## config.mk

```make
export PLATFORM = sky130hd
export DESIGN_NAME = alu_share_arb
export DESIGN_NICKNAME = d
export VERILOG_FILES = /design/src/rtl/alu_share_arb.sv
export SDC_FILE = /design/constraint.sdc
export NUM_CORES = 1
export LEC_CHECK = 0
export ABC_AREA = 1
export CAP_MARGIN = 30
export CORE_MARGIN = 2
export CORE_UTILIZATION = 39
export DETAILED_ROUTE_END_ITERATION = 10
export PLACE_DENSITY_LB_ADDON = 0.05
export SYNTH_ARGS = -nofsm -noshare
export SYNTH_HDL_FRONTEND = slang
export SYNTH_SLANG_ARGS = --single-unit
```

## constraint.sdc

```tcl
create_clock -name clk -period 5.1 [get_ports clk]
set_input_delay 1.53 -clock clk [delete_from_list [all_inputs] [get_ports clk]]
set_output_delay 1.53 -clock clk [all_outputs]
set_load 0.1 [all_outputs]
```

## src/rtl/alu_share_arb.sv

```systemverilog
// Time-shares one external combinational ALU between two valid/ready requesters.
// Accept edge N, EXEC in N+1, response from N+2; the response is held until its owner takes it, and no new request is accepted meanwhile.
module alu_share_arb #(
    parameter bit RR_ENABLE = 1'b1
) (
    input  logic        clk,
    input  logic        reset,

    input  logic        req_valid_0,
    output logic        req_ready_0,
    input  logic [31:0] req_in1_0,
    input  logic [31:0] req_in2_0,
    input  logic [5:0]  req_ctl_0,
    input  logic        req_sign_0,

    input  logic        req_valid_1,
    output logic        req_ready_1,
    input  logic [31:0] req_in1_1,
    input  logic [31:0] req_in2_1,
    input  logic [5:0]  req_ctl_1,
    input  logic        req_sign_1,

    output logic        resp_valid_0,
    input  logic        resp_ready_0,
    output logic [31:0] resp_out_0,
    output logic        resp_zero_0,

    output logic        resp_valid_1,
    input  logic        resp_ready_1,
    output logic [31:0] resp_out_1,
    output logic        resp_zero_1,

    output logic [31:0] alu_in1,
    output logic [31:0] alu_in2,
    output logic [5:0]  alu_ctl,
    output logic        alu_sign,
    input  logic [31:0] alu_out,
    input  logic        alu_zero,

    output logic        busy
);

    typedef enum logic [1:0] {IDLE, EXEC, RESP} state_t;

    state_t      state_q, state_d;
    logic        last_q, last_d;
    logic        owner_q, owner_d;
    logic [31:0] in1_q, in1_d;
    logic [31:0] in2_q, in2_d;
    logic [5:0]  ctl_q, ctl_d;
    logic        sign_q, sign_d;
    logic [31:0] res_q, res_d;
    logic        zf_q, zf_d;

    logic        winner;
    logic        accept;
    logic        resp_hs;

    always_comb begin
        // On a tie the port that was not served last wins; fixed priority always picks port 0.
        if (req_valid_0 && req_valid_1) begin
            winner = RR_ENABLE ? ~last_q : 1'b0;
        end else begin
            winner = req_valid_1;
        end

        req_ready_0 = (state_q == IDLE) && req_valid_0 && !winner;
        req_ready_1 = (state_q == IDLE) && req_valid_1 && winner;
        accept      = req_ready_0 || req_ready_1;

        resp_valid_0 = (state_q == RESP) && !owner_q;
        resp_valid_1 = (state_q == RESP) && owner_q;
        resp_hs      = (resp_valid_0 && resp_ready_0) || (resp_valid_1 && resp_ready_1);

        state_d = state_q;
        last_d  = last_q;
        owner_d = owner_q;
        in1_d   = in1_q;
        in2_d   = in2_q;
        ctl_d   = ctl_q;
        sign_d  = sign_q;
        res_d   = res_q;
        zf_d    = zf_q;

        case (state_q)
            IDLE: begin
                if (accept) begin
                    owner_d = winner;
                    in1_d   = winner ? req_in1_1  : req_in1_0;
                    in2_d   = winner ? req_in2_1  : req_in2_0;
                    ctl_d   = winner ? req_ctl_1  : req_ctl_0;
                    sign_d  = winner ? req_sign_1 : req_sign_0;
                    state_d = EXEC;
                end
            end
            EXEC: begin
                res_d   = alu_out;
                zf_d    = alu_zero;
                state_d = RESP;
            end
            RESP: begin
                if (resp_hs) begin
                    last_d  = owner_q;
                    state_d = IDLE;
                end
            end
            default: state_d = IDLE;
        endcase
    end

    always_ff @(posedge clk or posedge reset) begin
        if (reset) begin
            state_q <= IDLE;
            last_q  <= 1'b1;
            owner_q <= 1'b0;
            in1_q   <= 32'd0;
            in2_q   <= 32'd0;
            ctl_q   <= 6'd0;
            sign_q  <= 1'b0;
            res_q   <= 32'd0;
            zf_q    <= 1'b0;
        end else begin
            state_q <= state_d;
            last_q  <= last_d;
            owner_q <= owner_d;
            in1_q   <= in1_d;
            in2_q   <= in2_d;
            ctl_q   <= ctl_d;
            sign_q  <= sign_d;
            res_q   <= res_d;
            zf_q    <= zf_d;
        end
    end

    assign alu_in1     = in1_q;
    assign alu_in2     = in2_q;
    assign alu_ctl     = ctl_q;
    assign alu_sign    = sign_q;
    assign resp_out_0  = res_q;
    assign resp_out_1  = res_q;
    assign resp_zero_0 = zf_q;
    assign resp_zero_1 = zf_q;
    assign busy        = (state_q != IDLE);

endmodule
```

# Word-level counts from Yosys, hierarchy flattened
# Cells that the tools add are included.
[classes]
n_eq_ne = 4
mux = 8
n_reduce_logical = 18
n_bitwise = 1
[ops]
columns = ["cell", "count"]
rows = [
  ["32-bit 2-to-1 mux", 2],
  ["1-bit logical AND", 9],
  ["6-bit 2-to-1 mux", 1],
  ["2-bit one-hot mux with 3 select lines", 1],
  ["2-bit AND reduction", 3],
  ["2-bit 2-to-1 mux", 2],
  ["2-bit != test (second input constant)", 2],
  ["2-bit by 1-bit equality test with 1-bit output (second input constant)", 1],
  ["2-bit equality test (second input constant)", 1],
  ["1-bit zero test", 2],
  ["2-bit zero test", 1],
  ["1-bit logical OR", 2],
  ["1-bit 2-to-1 mux", 2],
  ["2-bit nonzero test", 1],
  ["1-bit inverter", 1],
]
[word_totals]
elab_cells = 40
out_inout_bits = 142
reg_bits = 108
in_bits = 181

# Longest topological paths before layout
# Gate-level depths: netlist of run 1.
[depth]
ltp_word = 7
mapped_depth = 8
depth_no_buf = 6

# Worst setup path after synthesis of run 1
# Ideal clock, no wire load.
[synth_path]
path_kind = "input port to output port"
from = "input port req_valid_0"
to = "output port req_ready_0"
path_stages = 4
path_buffers = 2
setup_slack_ps = 152
arrival_ps = 3418
t_required_ps = 3570
cell_sequence = "nand2_1 buf_2 buf_2 a21oi_1"
[synth_via]
elab_chain_len = 4
word_cells_on_any_way = 5
classes_between = "mux (1); reduce/logical (4)"
[synth_rtl]
columns = ["element", "line_no", "source"]
rows = [
  ["start, declared", "9", "input logic req_valid_0,"],
  ["1-bit logical AND", "61", "if (req_valid_0 && req_valid_1) begin"],
  ["1-bit 2-to-1 mux", "61", ""],
  ["1-bit zero test", "67", "req_ready_0 = (state_q == IDLE) && req_valid_0 && !winner;"],
  ["1-bit logical AND (*)", "67", ""],
  ["end, declared", "10", "output logic req_ready_0,"],
]
# Mark *: on every way between the ends. The rest lies on a longest branch, timed or not.

# Worst setup path in the final report of run 1
# Ends and elaborated chain as after synthesis.

==> results of run 1 <==
[worst paths after layout]
| check | start | end | cells past startpoint |
|---|---|---|---|
| worst max-delay path | req_valid_0 | req_ready_0 | 4 |
| worst min-delay path | last_q | last_q | 2 |
| worst max register to register | state_q[0] | alu_in2[4] | 7 |
| worst min register to register | last_q | last_q | 2 |
| max in group asynchronous | reset | last_q | 3 |
| min in group asynchronous | reset | resp_out_0[6] | 2 |
[metal layers]
layer  vias up  routed length, um  track usage, %
met3        34               1440            6.31
met5         -                  0               0
met4         0                580            8.72
li1       2849                  -               -
met2       225               8890            39.5
met1      2628               7760            30.0
[through the flow]
stage	instance area, sq um	setup slack [ps]	std cells
finish	8910	865	1189
global route	8910	854	1189
CTS	8910	881	1189
detailed placement	8590	901	1173
global placement	8560	876	1172
floorplan	5670	152	748
[area by class of cell]
type | instances | area, sq um
Clock buffer | 12 | 246
Clock inverter | 4 | 72.6
Fill cell | 1345 | 5460
Inverter | 6 | 25.0
Multi-Input combinational cell | 545 | 2300
Sequential cell | 108 | 2700
Tap cell | 184 | 230
Timing Repair Buffer | 330 | 3330
[worst reg2reg max path, stage by stage (launching register included)]
cell,delay (ps)
sky130_fd_sc_hd__dfrtp_1,320
sky130_fd_sc_hd__buf_4,360
sky130_fd_sc_hd__nor2_4,90
sky130_fd_sc_hd__nand3_2,80
sky130_fd_sc_hd__buf_4,650
sky130_fd_sc_hd__nand2_4,670
sky130_fd_sc_hd__nand2_1,300
sky130_fd_sc_hd__nand2_1,70
[cell usage in the layout (no fill, tap or decap)]
cell                              count
sky130_fd_sc_hd__buf_4                7
sky130_fd_sc_hd__bufinv_16            2
sky130_fd_sc_hd__nand2_2              2
sky130_fd_sc_hd__inv_1                4
sky130_fd_sc_hd__buf_2                1
sky130_fd_sc_hd__nand3_1            175
sky130_fd_sc_hd__nor2_4               1
sky130_fd_sc_hd__clkdlybuf4s50_1    318
sky130_fd_sc_hd__buf_16               1
sky130_fd_sc_hd__clkbuf_16            9
sky130_fd_sc_hd__a21oi_1              2
sky130_fd_sc_hd__nand2_4              2
sky130_fd_sc_hd__inv_4                1
sky130_fd_sc_hd__dfstp_2              1
sky130_fd_sc_hd__buf_12               3
sky130_fd_sc_hd__clkbuf_1             2
sky130_fd_sc_hd__nor2_1               2
sky130_fd_sc_hd__nand2_1            360
sky130_fd_sc_hd__nand3_2              1
sky130_fd_sc_hd__dfrtp_1            107
sky130_fd_sc_hd__clkinv_2             1
sky130_fd_sc_hd__clkbuf_8             1
sky130_fd_sc_hd__clkinvlp_4           1
sky130_fd_sc_hd__inv_2                1
[sequential cells by signal, summed over array words and instances (netlist names)]
signal,cells
resp_zero_0,1
alu_sign,1
alu_ctl,6
owner_q,1
last_q,1
alu_in1,32
state_q,2
resp_out_0,32
alu_in2,32
[logic make-up after synthesis]
logic type	Yosys count	synth area share, %
AO/OA/AOI/OAI	2	0.176
buffers and inverters	95	11.8
flip-flops	108	47.7
AND/OR/NAND/NOR	543	40.3
==> impl_summary.md, run 1 <==
Critical path
The setup slack of the worst register-to-register path is 2450 ps. The worst-path maximum fanout is 4. The cell family contributing the most delay on the critical path is buffers and inverters.

The number of buffer and inverter stages on the critical path is 2. STA puts the critical path data arrival time at 2700 ps. STA puts the critical path data required time at 3570 ps. The worst setup path is of the in2out kind. Traced cell by cell, the critical path runs through clkdlybuf4s50_1, nand2_2, a21oi_1, buf_12. On the worst path, the slowest cell contributes a delay of 520 ps. The worst setup path is launched from a primary input.

The worst setup path is captured at an output pin. On the critical path, the stage with the largest delay is an instance of sky130_fd_sc_hd__clkdlybuf4s50_1.

Synthesis
Of all flip-flops after synthesis, the portion carrying an async set or reset was 100%. The commonest cells after synthesis are sky130_fd_sc_hd__nand2_1, sky130_fd_sc_hd__nand3_1, sky130_fd_sc_hd__dfrtp_1, sky130_fd_sc_hd__buf_4, sky130_fd_sc_hd__buf_2. By area the synthesized netlist is led by sky130_fd_sc_hd__dfrtp_1, sky130_fd_sc_hd__nand2_1, sky130_fd_sc_hd__nand3_1. The register bit count reported by yosys is 108. The cell area after synthesis is 5670 sq um.

The synthesized design spends more area on one cell type than any other, namely sky130_fd_sc_hd__dfrtp_1. Synthesis produced a netlist with a net count of 929. For this run, the number of Yosys warnings is 0. Summed over its instances, the top area cell type makes up 47.2% of the synthesized netlist area. Counting distinct cell types in the post-synthesis netlist gives 16. Counting every instance in the synthesized netlist gives 748. For this run, the leading register cell type out of synthesis is sky130_fd_sc_hd__dfrtp_1.

The number of enable flip-flop cells after synthesis is 0. The post-synthesis sequential area ratio is 47.7%. Averaged over all synthesized cells, the footprint is 7.58 sq um.

Among all cell types in the netlist, the one instantiated most often is sky130_fd_sc_hd__nand2_1.

STA
The setup TNS is 0 ps. Setup repair after global routing left no endpoint under its margin. The worst clock skew is 6.31 ps. The worst-margin pin slew is 1050 ps.

The relative slew slack is 29.9%. The number of hold violations in the final report is 0. The part of the cycle the worst path needs is 83.0%.

The max-slew violation count is 0. The maximum clock frequency is 236 MHz. Subtracting the final worst setup slack from the clock period gives 4230 ps. Setup violations remaining at the end of the flow were counted as 0. The worst slack on hold paths is 469 ps.

GRT
The total overflow left after global routing is 0. The via count of the first global-routing pass is 5342. The number of antenna violations at the first check in global routing came to 0. The largest net degree at the start of global routing is 74. The total track usage is 23.8%. The first global-routing pass estimated 29500 um of wire.

Clock network
The insertion delay to the later sink of the worst-skew pair is 340 ps. Gates resized during post-CTS repair numbered 0. The number of buffers created by CTS is 9. The setup fix buffers added after clock tree synthesis is 0. The sink count of the clock tree is 108. For this design, the CTS-stage hold fixing added 0 buffers.

The CTS H-tree depth is 3. The TritonCTS clock tree is built. The clock root buffer master is sky130_fd_sc_hd__clkbuf_16. The number of buffers on the longest clock path is 2.

Clock-pin slew was measured on the worst setup and hold paths at 70 ps.

Route
The violation count after the first detailed-route iteration is 368. The final route contains 5736 vias. The first TritonRoute pass finished after 4 iterations.

Summed over all layers, the routed wires come to 18700 um. The mean routed wirelength per cell is 15.7 um. Dividing the detail-routed via count by the number of cells gives 4.82. Once detail routing completed, the nets flagged for antenna violations numbered 0.

In the routed design, unresolved DRC markers number 0.

Floorplan
For this design the top-level I/O count stands at 323. In this run the core area contains 44 standard-cell rows. The standard cell core area is 14400 sq um. The die covers 15500 sq um. Once the floorplan was initialized, standard cells occupied 39.5% of the core.

The die height is 125 um. The width of the die is 125 um.

Place
The sum of net half-perimeters after detailed placement is 12500 um. The number of buffers added on ports is 322. The weighted congestion at the end of routability-driven global placement is 0.785.

Layout
At the end of the flow, the number of nets in the layout was 1181. 0 antenna diodes ended up in the layout. The area overhead of the layout relative to synthesis is 57.0%.

The post-layout utilization of the core is 62.0%. The fraction of final layout cells with drive strength greater than 1 is 3.48%.

Outcome
The run finished with clean final reports.

Hold path
In this run the worst hold path is classified as reg2reg.

Flow run
The tool flagged a number of max-cap violations equal to 0.
Power of run 1 is left out: the tool's default activity adds up to more than one toggle a clock period on the data nets, which glitch-free logic cannot reach.
==> inputs of run 2 (changes only) <==
==> constraint.sdc (replaced) <==
create_clock -name clk -period 3.9 [get_ports clk]
set_input_delay 1.17 -clock clk [delete_from_list [all_inputs] [get_ports clk]]
set_output_delay 1.17 -clock clk [all_outputs]
set_load 0.1 [all_outputs]
==> run 2 against run 1 <==
  * Worst setup slack got worse by 300 ps
  * Global-route usage down 0.25 points
  * Flip-flop and latch count stayed put
  * Die area unchanged
  * Critical path type unchanged
  * Critical endpoint unchanged
==> impl_summary.md, run 2 (same netlist as run 1, synthesis figures left out) <==
Outcome
Outcome: finished, final reports clean (unchanged).

STA
Setup repair after global routing missed its margin: no (unchanged). The setup TNS is 0 ps (unchanged). The worst clock skew is 8.93 ps (was 6.31 ps). The number of hold violations in the final report is 0 (unchanged). The worst-margin pin slew is 974 ps (was 1050 ps).

The total of endpoints with negative setup slack in the final report is 0 (unchanged). The maximum clock frequency is 300 MHz. The relative slew slack is 34.8% (was 29.9%). The part of the cycle the worst path needs is 85.5%. The max-slew violation count came to 0 (unchanged). The worst path needs 3330 ps of the cycle, external delays included.

GRT
The wire length of the first global-routing pass is 29300 um (was 29500 um). The met2 usage in global routing is 40.1% (was 39.5%). The via count of the first global-routing pass is 5245 (was 5342). The global-route met3 utilization was 6.92% (was 6.31%). The number of antenna violations at the first check in global routing is 0 (unchanged).

The largest net degree at the start of global routing is 74 (unchanged). The final global-route overflow total is 0 (unchanged). The fraction of met1 tracks used by global routing was 29.3% (was 30.0%).

The most congested layer reported by global routing is met2 (unchanged). The total track usage came to 23.6% (was 23.8%).

Route
The mean routed wirelength per cell is 15.5 um (was 15.7 um). The ratio of routed vias to standard cells came to 4.84 (was 4.82). The post-detailed-route count of antenna-violating nets is 0 (unchanged). The DRC violation count after routing is 0 (unchanged). The violation count after the first detailed-route iteration is 397 (was 368). The detailed-router iteration count before antenna repair came to 5 (was 4).

The overall routed net length was 18500 um (was 18700 um). The overall via count from detail_route is 5762 (was 5736).

Clock network
The sink count of the clock tree is 108 (unchanged). The clock root buffer master is sky130_fd_sc_hd__clkbuf_16 (unchanged). The number of buffers created by CTS was 9 (unchanged). The TritonCTS clock tree is built (unchanged). The number of buffers inserted by hold repair at cts is 0 (unchanged). The insertion delay to the later sink of the worst-skew pair came to 350 ps (was 340 ps). The post-cts sizing count is 0 (unchanged). The clock-pin slew on the worst setup and hold paths was 70 ps (about the same). The setup fix buffers added after clock tree synthesis was 0 (unchanged).

The CTS H-tree depth is 3 (unchanged). The number of buffers on the longest clock path is 2 (unchanged).

Floorplan
The starting density of the core is 39.5% (unchanged). The die area was 15500 sq um (unchanged). The top-level I/O count came to 323 (unchanged). The die height came to 125 um (unchanged). The standard cell core area is 14400 sq um (unchanged). The number of placement rows was 44 (unchanged).

The width of the die came to 125 um (unchanged).

Layout
The most frequent standard cell in the layout excluding fill and tap cells was sky130_fd_sc_hd__nand2_1 (unchanged). Commonest cells after routing, fill and taps aside: sky130_fd_sc_hd__nand2_1, sky130_fd_sc_hd__clkdlybuf4s50_1, sky130_fd_sc_hd__nand3_1, sky130_fd_sc_hd__dfrtp_1, sky130_fd_sc_hd__buf_4 (was sky130_fd_sc_hd__nand2_1, sky130_fd_sc_hd__clkdlybuf4s50_1, sky130_fd_sc_hd__nand3_1, sky130_fd_sc_hd__dfrtp_1, sky130_fd_sc_hd__clkbuf_16). The fraction of final layout cells with drive strength greater than 1 is 12.3% (was 3.48%). The diode insertion count for antenna repair is 0 (unchanged).

The number of fillers in the final layout was 1356 (was 1345). The area overhead of the layout relative to synthesis is 53.2% (was 57.0%). The net count reported at finish is 1183 (was 1181). The area of all sequential standard cells is 2700 sq um (unchanged). The total area of multi-input combinational cells is 2300 sq um (about the same).

Critical path
The critical setup path kind is in2out (unchanged). The data required time at the worst endpoint is 2730 ps (was 3570 ps). The arrival time at the worst endpoint is 2160 ps (was 2700 ps). The nature of the critical path endpoint is an output pin (unchanged). The element type at the critical path start was a primary input (unchanged). The worst-path maximum fanout is 3 (was 4).

Flow run
The max-cap check violation count came to 0 (unchanged).

Hold path
The class of the worst hold path is reg2reg (unchanged).

Place
The number of buffers added on ports is 322 (unchanged). The sum of net half-perimeters after detailed placement is 12800 um (was 12500 um). The weighted congestion at the end of routability-driven global placement was 0.821 (was 0.785).
## run 2: cell types whose count changed in the layout (fill, tap and decap cells not counted), sizes merged
cell | previous run | this run
buf | 12 | 101
clkdlybuf4s50 | 318 | 231
clkbuf | 12 | 15
bufinv | 2 | 1
clkinv | 1 | 0
inv | 6 | 5
## run 2: final timing paths
path,startpoint,end,slack [ps],cells past startpoint
min in group asynchronous,reset,resp_out_0[8],1330,2
min reg2reg,last_q,last_q,480,2
max reg2reg,state_q[0],alu_in1[30],1540,7
max in group asynchronous,reset,alu_in2[5],1860,3
min,last_q,last_q,480,2
max,req_valid_0,req_ready_0,570,4
## run 2: critical path, cell delays in order
cell and delay, ps:
sky130_fd_sc_hd__clkdlybuf4s50_1 500, sky130_fd_sc_hd__nand2_2 80, sky130_fd_sc_hd__a21oi_2 210, sky130_fd_sc_hd__buf_12 200
## run 2: metrics by stage
stage          area [sq um]  hold slack, ps  util [%]  cells  setup slack [ps]
2_1_floorplan          5680             442         -    748               299
3_3_place_gp           8380             476      58.3   1175               326
3_5_place_dp           8380             477      58.3   1175               289
4_1_cts                8690             486      60.5   1191               554
5_1_grt                8690             509      60.5   1191               481
6_report               8690             479      60.5   1191               565
## run 2: layout make-up
type                    count  area share, %
clock inverters             1          0.346
well taps                 184           2.65
repair buffers            332           35.9
clock buffers              15           3.20
flip-flops and latches    108           31.1
multi-input cells         545           26.5
inverters                   6          0.302
## run 2: per-layer routing
metal	routed length, um	up-vias
met5	0	-
met2	9550	233
met1	7070	2662
met4	255	0
li1	-	2852
met3	1590	15
Power of run 2 is left out for the same reason.
==> inputs of run 3 (changes only) <==
--- a/config.mk
+++ b/config.mk
@@ -6,7 +6,6 @@
 export NUM_CORES = 1
 export LEC_CHECK = 0
 export ABC_AREA = 1
-export CAP_MARGIN = 30
 export CORE_MARGIN = 2
 export CORE_UTILIZATION = 39
 export DETAILED_ROUTE_END_ITERATION = 10
==> results of run 3 <==
Final layout, timing and power as in run 2 (identical DEF).
Power of run 3 is left out for the same reason.
